--- config.mk ---
export PLATFORM = sky130hd
export DESIGN_NAME = move_sequencer
export DESIGN_NICKNAME = d
export VERILOG_FILES = /design/src/rtl/move_sequencer.sv
export SDC_FILE = /design/constraint.sdc
export NUM_CORES = 1
export LEC_CHECK = 0
export BUFFER_PORTS_ARGS = -buffer_cell sky130_fd_sc_hd__buf_2
export CAP_MARGIN = 20
export CORE_MARGIN = 10
export CORE_UTILIZATION = 53
export CTS_BUF_LIST = sky130_fd_sc_hd__clkbuf_8
export DETAILED_ROUTE_END_ITERATION = 16
export PLACE_DENSITY = 0.89
export RECOVER_POWER = 25
export SYNTH_ARGS = -nofsm -noshare
export SYNTH_HDL_FRONTEND = slang
export SYNTH_SLANG_ARGS = --single-unit
--- constraint.sdc ---
create_clock -name clk -period 3.9 [get_ports clk]
set_clock_uncertainty 0.05 [all_clocks]
set_input_delay 0.39 -clock clk [delete_from_list [all_inputs] [get_ports clk]]
set_output_delay 0.39 -clock clk [all_outputs]
set_load 0.02 [all_outputs]
--- src/rtl/move_sequencer.sv ---
// move_sequencer
// Turns a requested move (from-square, to-square) into two single-square
// writes on the changePiece bus of the 256-bit board register: the moving
// piece is written to the destination first, then the source is cleared.
// The block reads the current board, applies basic legality checks and owns
// the side-to-move flag.
//
// Optional feature macro: CAPTURE_CNT_EN adds per-side capture counters
// (cap_white / cap_black). Without it those ports and their logic are absent.
//
// Parameters:
//   WR_LAT        idle cycles after each board write (0..7)
//
// Ports:
//   clk           system clock, rising edge
//   rst           asynchronous active-high reset
//   currentState  game state, 3'b000 = setup (aborts and holds the block idle)
//   board         board image, square sq occupies board[sq*4 +: 4] = {colour,type}
//   move_valid    move request valid
//   move_from     source square index
//   move_to       destination square index
//   move_ready    request accepted when move_valid & move_ready at clk edge
//   changePiece   {write_en, piece[3:0], square[5:0]}
//   move_done     one-cycle pulse, move applied
//   move_err      one-cycle pulse, move rejected
//   err_code      01 empty source, 10 wrong colour, 11 bad destination
//   turn          side to move, 0 = white, 1 = black
//   cap_white     pieces captured by white (CAPTURE_CNT_EN only)
//   cap_black     pieces captured by black (CAPTURE_CNT_EN only)

module move_sequencer #(
  parameter int unsigned WR_LAT = 1
) (
  input  logic         clk,
  input  logic         rst,
  input  logic [2:0]   currentState,
  input  logic [255:0] board,
  input  logic         move_valid,
  input  logic [5:0]   move_from,
  input  logic [5:0]   move_to,
  output logic         move_ready,
  output logic [10:0]  changePiece,
  output logic         move_done,
  output logic         move_err,
  output logic [1:0]   err_code,
  output logic         turn
`ifdef CAPTURE_CNT_EN
  ,
  output logic [3:0]   cap_white,
  output logic [3:0]   cap_black
`endif
);

  localparam logic [3:0] IDLE     = 4'd0;
  localparam logic [3:0] FETCH    = 4'd1;
  localparam logic [3:0] CHECK    = 4'd2;
  localparam logic [3:0] WR_DST   = 4'd3;
  localparam logic [3:0] WAIT_D   = 4'd4;
  localparam logic [3:0] WR_SRC   = 4'd5;
  localparam logic [3:0] WAIT_S   = 4'd6;
  localparam logic [3:0] DONE_OK  = 4'd7;
  localparam logic [3:0] DONE_ERR = 4'd8;

  localparam logic [2:0] SETUP    = 3'b000;
  localparam logic [2:0] EMPTY    = 3'b000;

  // Wait counter counts down to zero, so it is loaded with WR_LAT-1.
  localparam logic [2:0] WAIT_INIT = (WR_LAT == 0) ? 3'd0 : 3'(WR_LAT - 1);

  logic [3:0]  state_q, state_d;
  logic [5:0]  from_q, from_d;
  logic [5:0]  to_q, to_d;
  logic [3:0]  src_q, src_d;
  logic [3:0]  dst_q, dst_d;
  logic [1:0]  err_q, err_d;
  logic [2:0]  cnt_q, cnt_d;
  logic        turn_q, turn_d;
  logic [10:0] cp_q, cp_d;
  logic        done_q, done_d;
  logic        merr_q, merr_d;

  assign move_ready = (state_q == IDLE) && (currentState != SETUP);

  // Next-state logic. The setup override is applied last so it wins over
  // every transition, including the turn toggle out of DONE_OK.
  always_comb begin
    state_d = state_q;
    from_d  = from_q;
    to_d    = to_q;
    src_d   = src_q;
    dst_d   = dst_q;
    err_d   = err_q;
    cnt_d   = cnt_q;
    turn_d  = turn_q;

    case (state_q)
      IDLE: begin
        if (move_valid && move_ready) begin
          from_d  = move_from;
          to_d    = move_to;
          err_d   = 2'b00;
          state_d = FETCH;
        end
      end
      FETCH: begin
        src_d   = board[{from_q, 2'b00} +: 4];
        dst_d   = board[{to_q, 2'b00} +: 4];
        state_d = CHECK;
      end
      CHECK: begin
        if (src_q[2:0] == EMPTY) begin
          err_d   = 2'b01;
          state_d = DONE_ERR;
        end else if (src_q[3] != turn_q) begin
          err_d   = 2'b10;
          state_d = DONE_ERR;
        end else if ((from_q == to_q) ||
                     ((dst_q[2:0] != EMPTY) && (dst_q[3] == turn_q))) begin
          err_d   = 2'b11;
          state_d = DONE_ERR;
        end else begin
          err_d   = 2'b00;
          state_d = WR_DST;
        end
      end
      WR_DST: begin
        if (WR_LAT == 0) begin
          state_d = WR_SRC;
        end else begin
          cnt_d   = WAIT_INIT;
          state_d = WAIT_D;
        end
      end
      WAIT_D: begin
        if (cnt_q == 3'd0) state_d = WR_SRC;
        else               cnt_d   = cnt_q - 3'd1;
      end
      WR_SRC: begin
        if (WR_LAT == 0) begin
          state_d = DONE_OK;
        end else begin
          cnt_d   = WAIT_INIT;
          state_d = WAIT_S;
        end
      end
      WAIT_S: begin
        if (cnt_q == 3'd0) state_d = DONE_OK;
        else               cnt_d   = cnt_q - 3'd1;
      end
      DONE_OK: begin
        turn_d  = ~turn_q;
        state_d = IDLE;
      end
      DONE_ERR: begin
        state_d = IDLE;
      end
      default: begin
        state_d = IDLE;
      end
    endcase

    if (currentState == SETUP) begin
      state_d = IDLE;
      turn_d  = 1'b0;
    end
  end

  // Outputs are registered and decoded from the upcoming state so the bus
  // and pulses line up exactly with the WR_*/DONE_* states.
  always_comb begin
    cp_d   = 11'd0;
    done_d = (state_d == DONE_OK);
    merr_d = (state_d == DONE_ERR);
    if (state_d == WR_DST) cp_d = {1'b1, src_d, to_d};
    else if (state_d == WR_SRC) cp_d = {1'b1, 4'b0000, from_d};
  end

  // Main state and output registers.
  always_ff @(posedge clk or posedge rst) begin
    if (rst) begin
      state_q <= IDLE;
      from_q  <= 6'd0;
      to_q    <= 6'd0;
      src_q   <= 4'd0;
      dst_q   <= 4'd0;
      err_q   <= 2'b00;
      cnt_q   <= 3'd0;
      turn_q  <= 1'b0;
      cp_q    <= 11'd0;
      done_q  <= 1'b0;
      merr_q  <= 1'b0;
    end else begin
      state_q <= state_d;
      from_q  <= from_d;
      to_q    <= to_d;
      src_q   <= src_d;
      dst_q   <= dst_d;
      err_q   <= err_d;
      cnt_q   <= cnt_d;
      turn_q  <= turn_d;
      cp_q    <= cp_d;
      done_q  <= done_d;
      merr_q  <= merr_d;
    end
  end

  assign changePiece = cp_q;
  assign move_done   = done_q;
  assign move_err    = merr_q;
  assign err_code    = err_q;
  assign turn        = turn_q;

`ifdef CAPTURE_CNT_EN
  logic [3:0] capW_q, capB_q;

  // A completed move onto an occupied square is a capture credited to the
  // side that moved (turn has not toggled yet while in DONE_OK).
  always_ff @(posedge clk or posedge rst) begin
    if (rst) begin
      capW_q <= 4'd0;
      capB_q <= 4'd0;
    end else if (currentState == SETUP) begin
      capW_q <= 4'd0;
      capB_q <= 4'd0;
    end else if ((state_q == DONE_OK) && (dst_q[2:0] != EMPTY)) begin
      if (!turn_q && (capW_q != 4'd15)) capW_q <= capW_q + 4'd1;
      if (turn_q && (capB_q != 4'd15))  capB_q <= capB_q + 4'd1;
    end
  end

  assign cap_white = capW_q;
  assign cap_black = capB_q;
`endif

endmodule

Yosys cells after proc, flatten, opt, wreduce, memory -nomap -nowiden
Cells that the tools add are included.
{ "classes": {"shift": 2, "eq_ne": 16, "bitwise": 1, "muxes": 24, "n_reduce_logical": 17, "addsub": 1} }
{ "ops": {"columns": ["operator", "n"], "rows": [
  ["$shiftx 256x9->4", 2],
  ["$mux 4", 8],
  ["$pmux 4 s7", 1],
  ["$eq 4x3->1 const B", 6],
  ["$mux 6", 4],
  ["$mux 11", 2],
  ["$eq 4x2->1 const B", 3],
  ["$logic_not 3->1", 3],
  ["$mux 2", 4],
  ["$eq 6x6->1", 1],
  ["$pmux 3 s2", 1],
  ["$reduce_bool 2->1", 3],
  ["$reduce_bool 3->1", 2],
  ["$eq 4x1->1 const B", 1],
  ["$eq 4x4->1 const B", 1],
  ["$logic_not 4->1", 1],
  ["$pmux 2 s2", 1],
  ["$reduce_and 2->1", 2],
  ["$reduce_or 2->1", 2],
  ["$logic_and 1x1->1", 3],
  ["$mux 3", 1],
  ["$sub 3x1->3 const B", 1],
  ["$mux 1", 2],
  ["$ne 2x1->1 const B", 1],
  ["other kinds (5)", 5]
]} }
{ "totals": {"output_inout_bits": 17, "reg_bits": 43, "inputBits": 274, "word_cells": 72} }

Longest topological paths before layout
Gate-level depths: netlist of the first run.
{ "logic_depth": {"ltp_word": 11, "ltp_mapped": 11, "ltp_nobuf": 8} }

Least setup slack after synthesis of the first run
OpenSTA, ideal clock, no wires.
{ "synth_path": {"path_kind": "reg2reg", "from": "reg to_q[0]", "to": "reg dst_q[0]", "arrival_ns": 1.919, "period_less_slack_ns": 2.112, "stages_incl_launch_ff": 8, "path_buffers": 1, "required_ns": 3.708, "setup_ns": 0.142, "slack_ns": 1.788, "path_cell_list": "dfrtp_1 > buf_2 > mux4_2 > mux4_2 > nand2_1 > a21oi_1 > a21oi_1 > a21oi_1"} }
{ "synth_via": {"elab_chain_cells": 1} }
{ "synth_lines": {"columns": ["item", "line", "source"], "rows": [
  ["start: declaration", "72", "logic [5:0] to_q, to_d;"],
  ["start signal: assignment", "195", "to_q <= to_d;"],
  ["$shiftx 256x9->4", "107", "dst_d = board[{to_q, 2'b00} +: 4];"],
  ["end signal: assignment", "197", "dst_q <= dst_d;"],
  ["end: declaration", "74", "logic [3:0] dst_q, dst_d;"]
]} }
Every way passes these cells.
A chain may end at the register's enable or synchronous reset.

Worst setup path after layout of the first run
{ "layout_path": {"from": "reg to_q[2]", "to": "reg dst_q[0]"} }
The elaborated chain is that of the path after synthesis.

==> results.toml, run 1 <==
[status]
status = "finished with violations"
violations = "max-capacitance violations, max-slew violations"

[sta]
worst_slew_pin_slew_ns = 2.28
rsz0062_at_grt = "false"
setup_viol = 0
min_period_ns = 3.04
setup_tns_ns = 0
hold_viol = 0
slew_violations = 44
max-slew-margin-rel_pct = -52.1
max_freq_mhz = 329
fin_crit_sh_pct = 77.9

[yosys]
synth_edf_count = 0
synthXorXnorAreaFrac_pct = 1.39
syn_inst = 597
async_flop_share_pct = 100
synth.top_cells.by_count = "mux2i_1 (113), mux4_2 (84), dfrtp_1 (43)"
ys_seq_elements = 43
yosys.area.top_type_share_pct = 30.1
ys.flop_type = "dfrtp_1"
syn_nets = 873
netlist_area_sq_um = 6280
yosys.area_share.simple_pct = 9.10
synth_area_leaders = "mux4_2 (30%), mux2i_1 (18%), dfrtp_1 (17%)"
synth_compound_area_share_pct = 16.1
syn_avg_cell_area_sq_um = 10.5
synthMuxAreaShare_pct = 48.1
netlist-cell-type-count = 50
synth_area_leader_cell = "mux4_2"
synth_top_family_by_area = "multiplexers"
ys_warn_count = 0
synth.most_common_cell = "mux2i_1"
seq_area_frac_synth_pct = 17.1
synth_adder_area_share_pct = 0.398

[global_route]
grt_usage_pct = 30.6
grt_start_max_net_pins = 49
grt_overflow = 0
grt_pass1_vias = 7123
antenna_found_initial = 10
grt_pass1_wl_mm = 39.8

[min_path]
hp-class = "in2reg"

[cts]
tritoncts = "done"
cts_resized = 0
clk_pin_slew_ns = 0.08
clkSinkCount = 43
cts-buffers-inserted = 5
clockBufferDepth = 2
holdBufCountCts = 0
post_cts_buffers = 0
root_buffer = "clkbuf_8"
clock_insertion_delay_worst_skew_ns = 0.31
cts_max_level = 2

[setup_path]
rrSetupSlack_ns = 0.86
endpoint_kind = "flop"
worst-setup-path-type = "reg2reg"
crit_path_start_kind = "flop"
required_ns = 4.02
critPathMaxFanout = 15
cp.arrival_ns = 3.15

[power]
power_density_nw_per_um2 = 748
irDropWorstVdd_uv = 411
leakagePower_uw = 0.00371

[floorplanning]
die_h_microns = 129
dieArea_sq_um = 16600
coreArea_sq_um = 11500
placementRows = 39
initial_utilization_pct = 54.6
pin_count = 291
die_w_microns = 129

[placement]
dp_hpwl_mm = 21.8
portBuffers = 290
detailed_place.area_sq_um = 7650
gp_congestion = 0.988

[cells_and_area]
drive_gt1_share_pct = 47.2
fill_cells = 959
area_growth_pct = 24.1
nets = 1122
fin_area_sq_um = 7800

[route]
wire_per_inst_microns = 26.6
postRouteAntennaNets = 0
drt-vias-per-instance = 6.84
routed_wl_mm = 26.6
drc = 0
firstDrtPassIters = 5
vias = 6838
dr.first_iter.drc_count = 792

[flow_run]
cap_violations = 1
[routing by layer]
| metal | track usage, % | wire length [microns] | up-vias |
|---|---|---|---|
| met5 | 0 | 38 | - |
| met4 | 13.3 | 1260 | 6 |
| met3 | 9.53 | 3260 | 115 |
| met2 | 51.4 | 12900 | 564 |
| met1 | 35.4 | 9130 | 3237 |
| li1 | - | - | 2916 |
[flip-flops by register name, summed over array words and instances, names as in the netlist]
signal / count
cnt_q: 3
err_code: 2
from_q: 6
changePiece: 11
state_q: 4
move_err: 1
src_q: 4
turn: 1
dst_q: 4
move_done: 1
to_q: 6
[where the power goes]
| part | total, uW | switching [uW] | internal (uW) |
|---|---|---|---|
| clock network | 416 | 163 | 253 |
| registers | 1110 | 492 | 618 |
| logic | 4310 | 2200 | 2110 |
| total | 5830 | 2850 | 2980 |
[final timing paths]
kind	end	cells after the start	start
worst max register to register	dst_q[0]$_DFFE_PP0P_	7	to_q[2]$_DFF_PP0_
worst min register to register	cnt_q[0]$_DFFE_PP0P_	1	cnt_q[0]$_DFFE_PP0P_
max in group asynchronous	to_q[0]$_DFF_PP0_	3	rst
min in group asynchronous	changePiece[2]$_DFF_PP0_	3	rst
worst min-delay path	from_q[2]$_DFF_PP0_	3	move_from[2]
worst max-delay path	dst_q[0]$_DFFE_PP0P_	7	to_q[2]$_DFF_PP0_
[cell type report]
class                      count  area, sq um  share of cell area [%]
antenna                        9         22.5                   0.289
clock inverter                 3         63.8                   0.818
timing repair buffer         303         1580                    20.3
clock buffer                   5         68.8                   0.882
inverter                      20         75.1                   0.963
tap                          143          179                    2.29
sequential                    43         1080                    13.9
multi-input combinational    473         4720                    60.5
[kinds of logic (layout without fill, tap and decap cells)]
family                   Yosys count  count (layout)
flip-flops                        43              43
AND/OR/NAND/NOR                  115             115
multiplexers                     197             197
AO/OA/AOI/OAI                    149             149
adder cells (fa/ha/maj)            2               2
XOR/XNOR                          10              10
buffers and inverters             81             331
other                              0               9
[critical path, stage by stage, from the launching register on]
cell       delay (ns)
dfrtp_1          0.75
buf_4            0.36
nor2b_1          0.84
a2bb2oi_1        0.17
a221oi_1         0.33
a31oi_1          0.09
a21oi_1          0.21
a21oi_1          0.09
[cells in the final DEF, fill, tap and decap left out, types with 3 or more instances in the layout]
master and instances:
nand3_1 23, a2bb2oi_1 6, nand2_1 36, mux4_2 84
nor3_1 5, a21oi_1 35, or3_1 5, a211oi_1 5
o21ai_0 16, a31oi_1 5, xnor2_1 8, o22ai_1 7
a22o_1 14, a221o_1 3, clkbuf_8 5, diode_2 9
nor2_1 16, buf_4 9, buf_2 290, nand2b_1 4
and2_1 5, dfrtp_1 40, buf_12 3, a221oi_1 9
nor2b_1 10, mux2i_1 113, inv_1 20, a22oi_1 32
o21ai_1 7, nand4_1 4
[stage by stage]
step           hold slack, ns  std cells  worst slack, ns  power, uW  utilization, %
2_1_floorplan           0.401        597             1.79       4400               -
3_3_place_gp            0.423        982             1.18       5230            66.4
3_5_place_dp            0.438        982            0.994       5300            66.4
4_1_cts                 0.183        990            0.975       5730            67.6
5_1_grt                 0.282        996            0.703       6150            67.7
6_report                0.272        999            0.862       5830            67.7
(Power assumes the default switching activity.)
==> run 2, diff against run 1 <==
--- a/config.mk
+++ b/config.mk
@@ -8,10 +8,10 @@
 export BUFFER_PORTS_ARGS = -buffer_cell sky130_fd_sc_hd__buf_2
 export CAP_MARGIN = 20
 export CORE_MARGIN = 10
-export CORE_UTILIZATION = 53
+export CORE_UTILIZATION = 49
 export CTS_BUF_LIST = sky130_fd_sc_hd__clkbuf_8
 export DETAILED_ROUTE_END_ITERATION = 16
-export PLACE_DENSITY = 0.89
+export PLACE_DENSITY = 0.83
 export RECOVER_POWER = 25
 export SYNTH_ARGS = -nofsm -noshare
 export SYNTH_HDL_FRONTEND = slang
==> constraint.sdc (replaced) <==
create_clock -name clk -period 3 [get_ports clk]
set_clock_uncertainty 0.05 [all_clocks]
set_input_delay 0.3 -clock clk [delete_from_list [all_inputs] [get_ports clk]]
set_output_delay 0.3 -clock clk [all_outputs]
set_load 0.02 [all_outputs]
==> results.toml, run 2 (synthesis gave the netlist of run 1 again) <==
[power]
irDropWorstVdd_uv = 457
p_comb_share_pct = 76.3
power_switching_uw = 3710
intPower_uw = 4020
seqPwrFrac_pct = 16.6
power_density_nw_per_um2 = 970
clkPwrFrac_pct = 7.0
swShare_pct = 48.0
leakagePower_uw = 0.00379

[cts]
clk_pin_slew_ns = 0.09
cts_resized = 0
clock_insertion_delay_worst_skew_ns = 0.30
cts_max_level = 2
tritoncts = "done"
cts-buffers-inserted = 5
post_cts_buffers = 0
holdBufCountCts = 0
root_buffer = "clkbuf_8"
clockBufferDepth = 2
clkSinkCount = 43

[setup_path]
crit_start = "to_q[1]$_DFF_PP0_"
cp_num_buf_inv = 1
cpMostUsedCell = "a21oi_1"
cp.arrival_ns = 2.67
crit_chain = "buf_4, mux4_2, mux4_2, nand2_1, a21oi_1, a21oi_1, a21oi_1"
critPathMaxFanout = 29
max_stage_delay_ns = 0.86
reg2reg_depth = 7
critPathSlowestCell = "dfrtp_2"
crit_path_start_kind = "flop"
r2r_start = "to_q[1]$_DFF_PP0_"
required_ns = 3.15
worst-setup-path-type = "reg2reg"
endpoint_kind = "flop"
worstSetupPathDepth = 7
cp_top_family = "flip-flops"

[cells_and_area]
largest_reg_flops = 11
area_growth_pct = 26.9
drive_gt1_share_pct = 48.3
final_cell_mix = "buf_2 (290), mux2i_1 (113), mux4_2 (84)"
nets = 1135
fill_cells = 1036
fin_area_sq_um = 7980
final_common_cell = "buf_2"

[route]
vias = 6973
dr.first_iter.drc_count = 750
routed_wl_mm = 27.1
postRouteAntennaNets = 0
drc = 0
wire_per_inst_microns = 25.9
drt-vias-per-instance = 6.67
firstDrtPassIters = 5

[floorplanning]
die_h_microns = 133
pin_count = 291
placementRows = 41
die_w_microns = 133
coreArea_sq_um = 12600
dieArea_sq_um = 17800
initial_utilization_pct = 50.0

[global_route]
grt_pass1_wl_mm = 41.1
grt_pass1_vias = 7271
antenna_found_initial = 18
grt_overflow = 0
grt_usage_pct = 29.0
grt_start_max_net_pins = 44

[sta]
hold_viol = 0
rsz0062_at_grt = "false"
setup_tns_ns = 0
fin_crit_sh_pct = 84.1
max_freq_mhz = 396
worst_slack_ns = 0.477
setup_viol = 0
min_period_ns = 2.52
max-slew-margin-rel_pct = 50.0
worst_slew_pin_slew_ns = 0.744
slew_violations = 0

[min_path]
hp-class = "in2async"

[placement]
detailed_place.area_sq_um = 7810
dp_hpwl_mm = 22.4
portBuffers = 290
place_ws_ns = 0.501
gp_congestion = 1.03

[flow_run]
cap_violations = 0

[status]
status = "finished clean"
==> run 2: changes by cell type in the layout (fill, tap and decap cells not counted) <==
cell        delta
buf_12         +2
clkbuf_1       -1
diode_2        +4
inv_1          -1
clkinvlp_4     +1
buf_4         +12
==> run 2: area by class of cell <==
class,instances,area (sq um),share of cell area (%)
flip-flops and latches,43,1080,13.6
diodes,13,32.5,0.408
inverters,20,75.1,0.941
well taps,172,215,2.70
repair buffers,316,1710,21.4
clock buffers,5,68.8,0.863
multi-input cells,473,4720,59.2
clock inverters,3,67.6,0.847
==> run 2: power by group through the flow <==
stage / sequential, uW / combinational, uW / clock, uW
after global routing: 1330 / 6270 / 567
after detailed placement: 1290 / 5750 / 0
after CTS: 1270 / 5790 / 545
final: 1290 / 5900 / 544
after floorplan: 974 / 4750 / 0
after global placement: 1270 / 5690 / 0
==> run 2: worst min-delay path, cell delays in order <==
cell,delay (ns)
buf_2,0.09
inv_1,0.04
buf_4,0.45
==> run 2: metrics by stage <==
| stage | cells | utilization (%) | power, uW | hold slack (ns) |
|---|---|---|---|---|
| 2_1_floorplan | 597 | - | 5720 | 0.388 |
| 3_3_place_gp | 1024 | 62.1 | 6960 | 0.408 |
| 3_5_place_dp | 1024 | 62.1 | 7040 | 0.419 |
| 4_1_cts | 1032 | 63.2 | 7600 | 0.100 |
| 5_1_grt | 1045 | 63.5 | 8160 | 0.130 |
| 6_report | 1045 | 63.5 | 7730 | 0.0741 |
==> run 2: worst paths after layout <==
| check | slack [ns] | to |
|---|---|---|
| min in group clk | 0.18 | from_q[2]$_DFF_PP0_ |
| max in group asynchronous | 2.39 | to_q[0]$_DFF_PP0_ |
| max reg2reg | 0.48 | dst_q[3]$_DFFE_PP0P_ |
| min reg2reg | 0.45 | cnt_q[0]$_DFFE_PP0P_ |
| max | 0.48 | dst_q[3]$_DFFE_PP0P_ |
| min | 0.07 | changePiece[2]$_DFF_PP0_ |
==> run 2: metal layers <==
layer | track usage (%) | vias up | wire length, microns | share of wire (%)
met2 | 48.4 | 575 | 13200 | 49
met4 | 13.3 | 8 | 1300 | 4.8
met1 | 33.3 | 3350 | 9310 | 34
met3 | 9.02 | 107 | 3270 | 12
li1 | - | 2933 | - | -
met5 | 0 | - | 61 | 0.22
==> run 3, diff against run 2 <==
==> constraint.sdc (replaced) <==
create_clock -name clk -period 2.4 [get_ports clk]
set_clock_uncertainty 0.05 [all_clocks]
set_input_delay 0.24 -clock clk [delete_from_list [all_inputs] [get_ports clk]]
set_output_delay 0.24 -clock clk [all_outputs]
set_load 0.02 [all_outputs]
==> results.toml, run 3 (synthesis gave the netlist of run 1 again) <==
[status]
status = "finished clean"

[global_route]
grt_usage_pct = 29.5
grt_pass1_wl_mm = 42.1
antenna_found_initial = 9
grt_start_max_net_pins = 37
grt_overflow = 0
grt_pass1_vias = 7598

[setup_path]
timing.rr.end = "dst_q[2]$_DFFE_PP0P_"
critPathMaxFanout = 19
r2r_start = "to_q[0]$_DFF_PP0_"
reg2reg_depth = 7
max_stage_delay_ns = 0.52
critPathSlowestCell = "dfrtp_4"
cp_top_family = "compound AO/OA/AOI/OAI gates"
required_ns = 2.54
rrSetupSlack_ns = 0.07
cp.arrival_ns = 2.47
worst-setup-path-type = "reg2reg"
cp_num_buf_inv = 1
crit_path_start_kind = "flop"
crit_chain = "buf_12, mux4_2, nand2_1, nand2_1, a211oi_1, a211oi_1, o32a_1"
endpoint_kind = "flop"

[cells_and_area]
final_cell_mix = "buf_2 (276), mux2i_1 (113), mux4_2 (84)"
nets = 1164
final_common_cell = "buf_2"
multiInputGateArea_sq_um = 4740
final-seq-area_sq_um = 1080
drive_gt1_share_pct = 48.7
largest_reg_flops = 11
area_growth_pct = 30.7
fill_cells = 1047

[power]
clkPwrFrac_pct = 5.8
power_switching_uw = 4820
intPower_uw = 5320
leakagePower_uw = 0.00388
irDropWorstVdd_uv = 759
swShare_pct = 47.5
power_density_nw_per_um2 = 1230
p_comb_share_pct = 80.3
seqPwrFrac_pct = 13.9

[min_path]
hp-start = "move_to[2]"
hp-class = "in2reg"
holdPathStages = 3
hold_end = "to_q[2]$_DFF_PP0_"

[sta]
setup_tns_ns = 0
fin_crit_sh_pct = 97.1
hold_viol = 0
slew_violations = 0
rsz0062_at_grt = "false"
setup_viol = 0
max_freq_mhz = 429
max-slew-margin-rel_pct = 45.2
worst_slew_pin_slew_ns = 0.820
min_period_ns = 2.33
whs_ns = 0.125

[floorplanning]
coreArea_sq_um = 12600
dieArea_sq_um = 17800
pin_count = 291
initial_utilization_pct = 50.0
die_w_microns = 133
placementRows = 41
die_h_microns = 133

[route]
dr.first_iter.drc_count = 885
routed_wl_mm = 27.6
postRouteAntennaNets = 0
drc = 0
wire_per_inst_microns = 25.8
firstDrtPassIters = 7
drt-vias-per-instance = 6.60
vias = 7056

[placement]
portBuffers = 290
dp_hpwl_mm = 23.1
gp_congestion = 1.01

[cts]
clockBufferDepth = 2
clkSinkCount = 43
cts_max_level = 2
clock_insertion_delay_worst_skew_ns = 0.30
root_buffer = "clkbuf_8"
tritoncts = "done"
clk_pin_slew_ns = 0.08
cts-buffers-inserted = 5

[flow_run]
cap_violations = 0
-- run 3: cell count changes in the layout (fill, tap and decap cells not counted), sizes merged --
cell and change:
bufinv -1, dlygate4sd3 +1, clkbuf +15, clkinvlp -1, clkinv +1, buf +14
diode -5
-- run 3: power by group through the flow --
stage	Combinational, uW	Clock (uW)	Sequential (uW)
2_1_floorplan	5930	0	1220
3_3_place_gp	7700	0	1430
3_5_place_dp	7790	0	1440
4_1_cts	7830	591	1420
5_1_grt	8610	627	1450
6_report	8130	590	1410
-- run 3: per-layer routing --
layer / track usage, % / vias up / wire length, microns
met3: 7.52 / 92 / 3300
li1: - / 2989 / -
met5: 0 / - / 20
met4: 12.9 / 2 / 1120
met1: 34.6 / 3383 / 9730
met2: 49.8 / 590 / 13400
-- run 3: final cells by class --
cell class / instances / area share [%]
multi-input cells: 473 / 57.8
repair buffers: 345 / 23.8
flip-flops and latches: 43 / 13.2
well taps: 172 / 2.62
clock buffers: 6 / 1.01
inverters: 20 / 0.914
clock inverters: 2 / 0.427
diodes: 8 / 0.244
-- run 3: worst max path at each step --
stage                                  from                    to  slack [ns]  cells after the start
after global routing      to_q[0]$_DFF_PP0_  dst_q[2]$_DFFE_PP0P_       0.006                      7
final                     to_q[0]$_DFF_PP0_  dst_q[2]$_DFFE_PP0P_        0.07                      7
after floorplan           to_q[0]$_DFF_PP0_  dst_q[0]$_DFFE_PP0P_        0.29                      7
after global placement    to_q[0]$_DFF_PP0_  dst_q[2]$_DFFE_PP0P_        0.08                      7
after detailed placement  to_q[0]$_DFF_PP0_  dst_q[0]$_DFFE_PP0P_        0.05                      7
after CTS                 to_q[0]$_DFF_PP0_  dst_q[0]$_DFFE_PP0P_        0.03                      7
-- run 3: what timing repair did --
action / CTS / global route
hold buffers: 1 / 0
setup endpoints to repair: 0 / 11
gates resized for setup: 0 / 8
setup buffers: 0 / 5
hold endpoints to repair: 11 / 0
-- run 3: per-stage QoR --
stage	util [%]	cells	instance area (sq um)	power [uW]	setup WS (ns)
2_1_floorplan	-	597	6280	7150	0.288
3_3_place_gp	63.8	1047	8020	9120	0.0832
3_5_place_dp	63.8	1047	8020	9230	0.0510
4_1_cts	64.8	1056	8140	9840	0.0342
5_1_grt	65.3	1068	8210	10700	0.00563
6_report	65.4	1069	8210	10100	0.0692
-- run 3: worst reg2reg max path: cells and delay by family, from the launching register on --
kind                   cells  cell delay (ns)
muxes                      1             0.53
AOI/OAI and AO/OA          3             0.77
DFF                        1             0.52
and+or+nand+nor            2             0.15
buffers and inverters      1             0.21
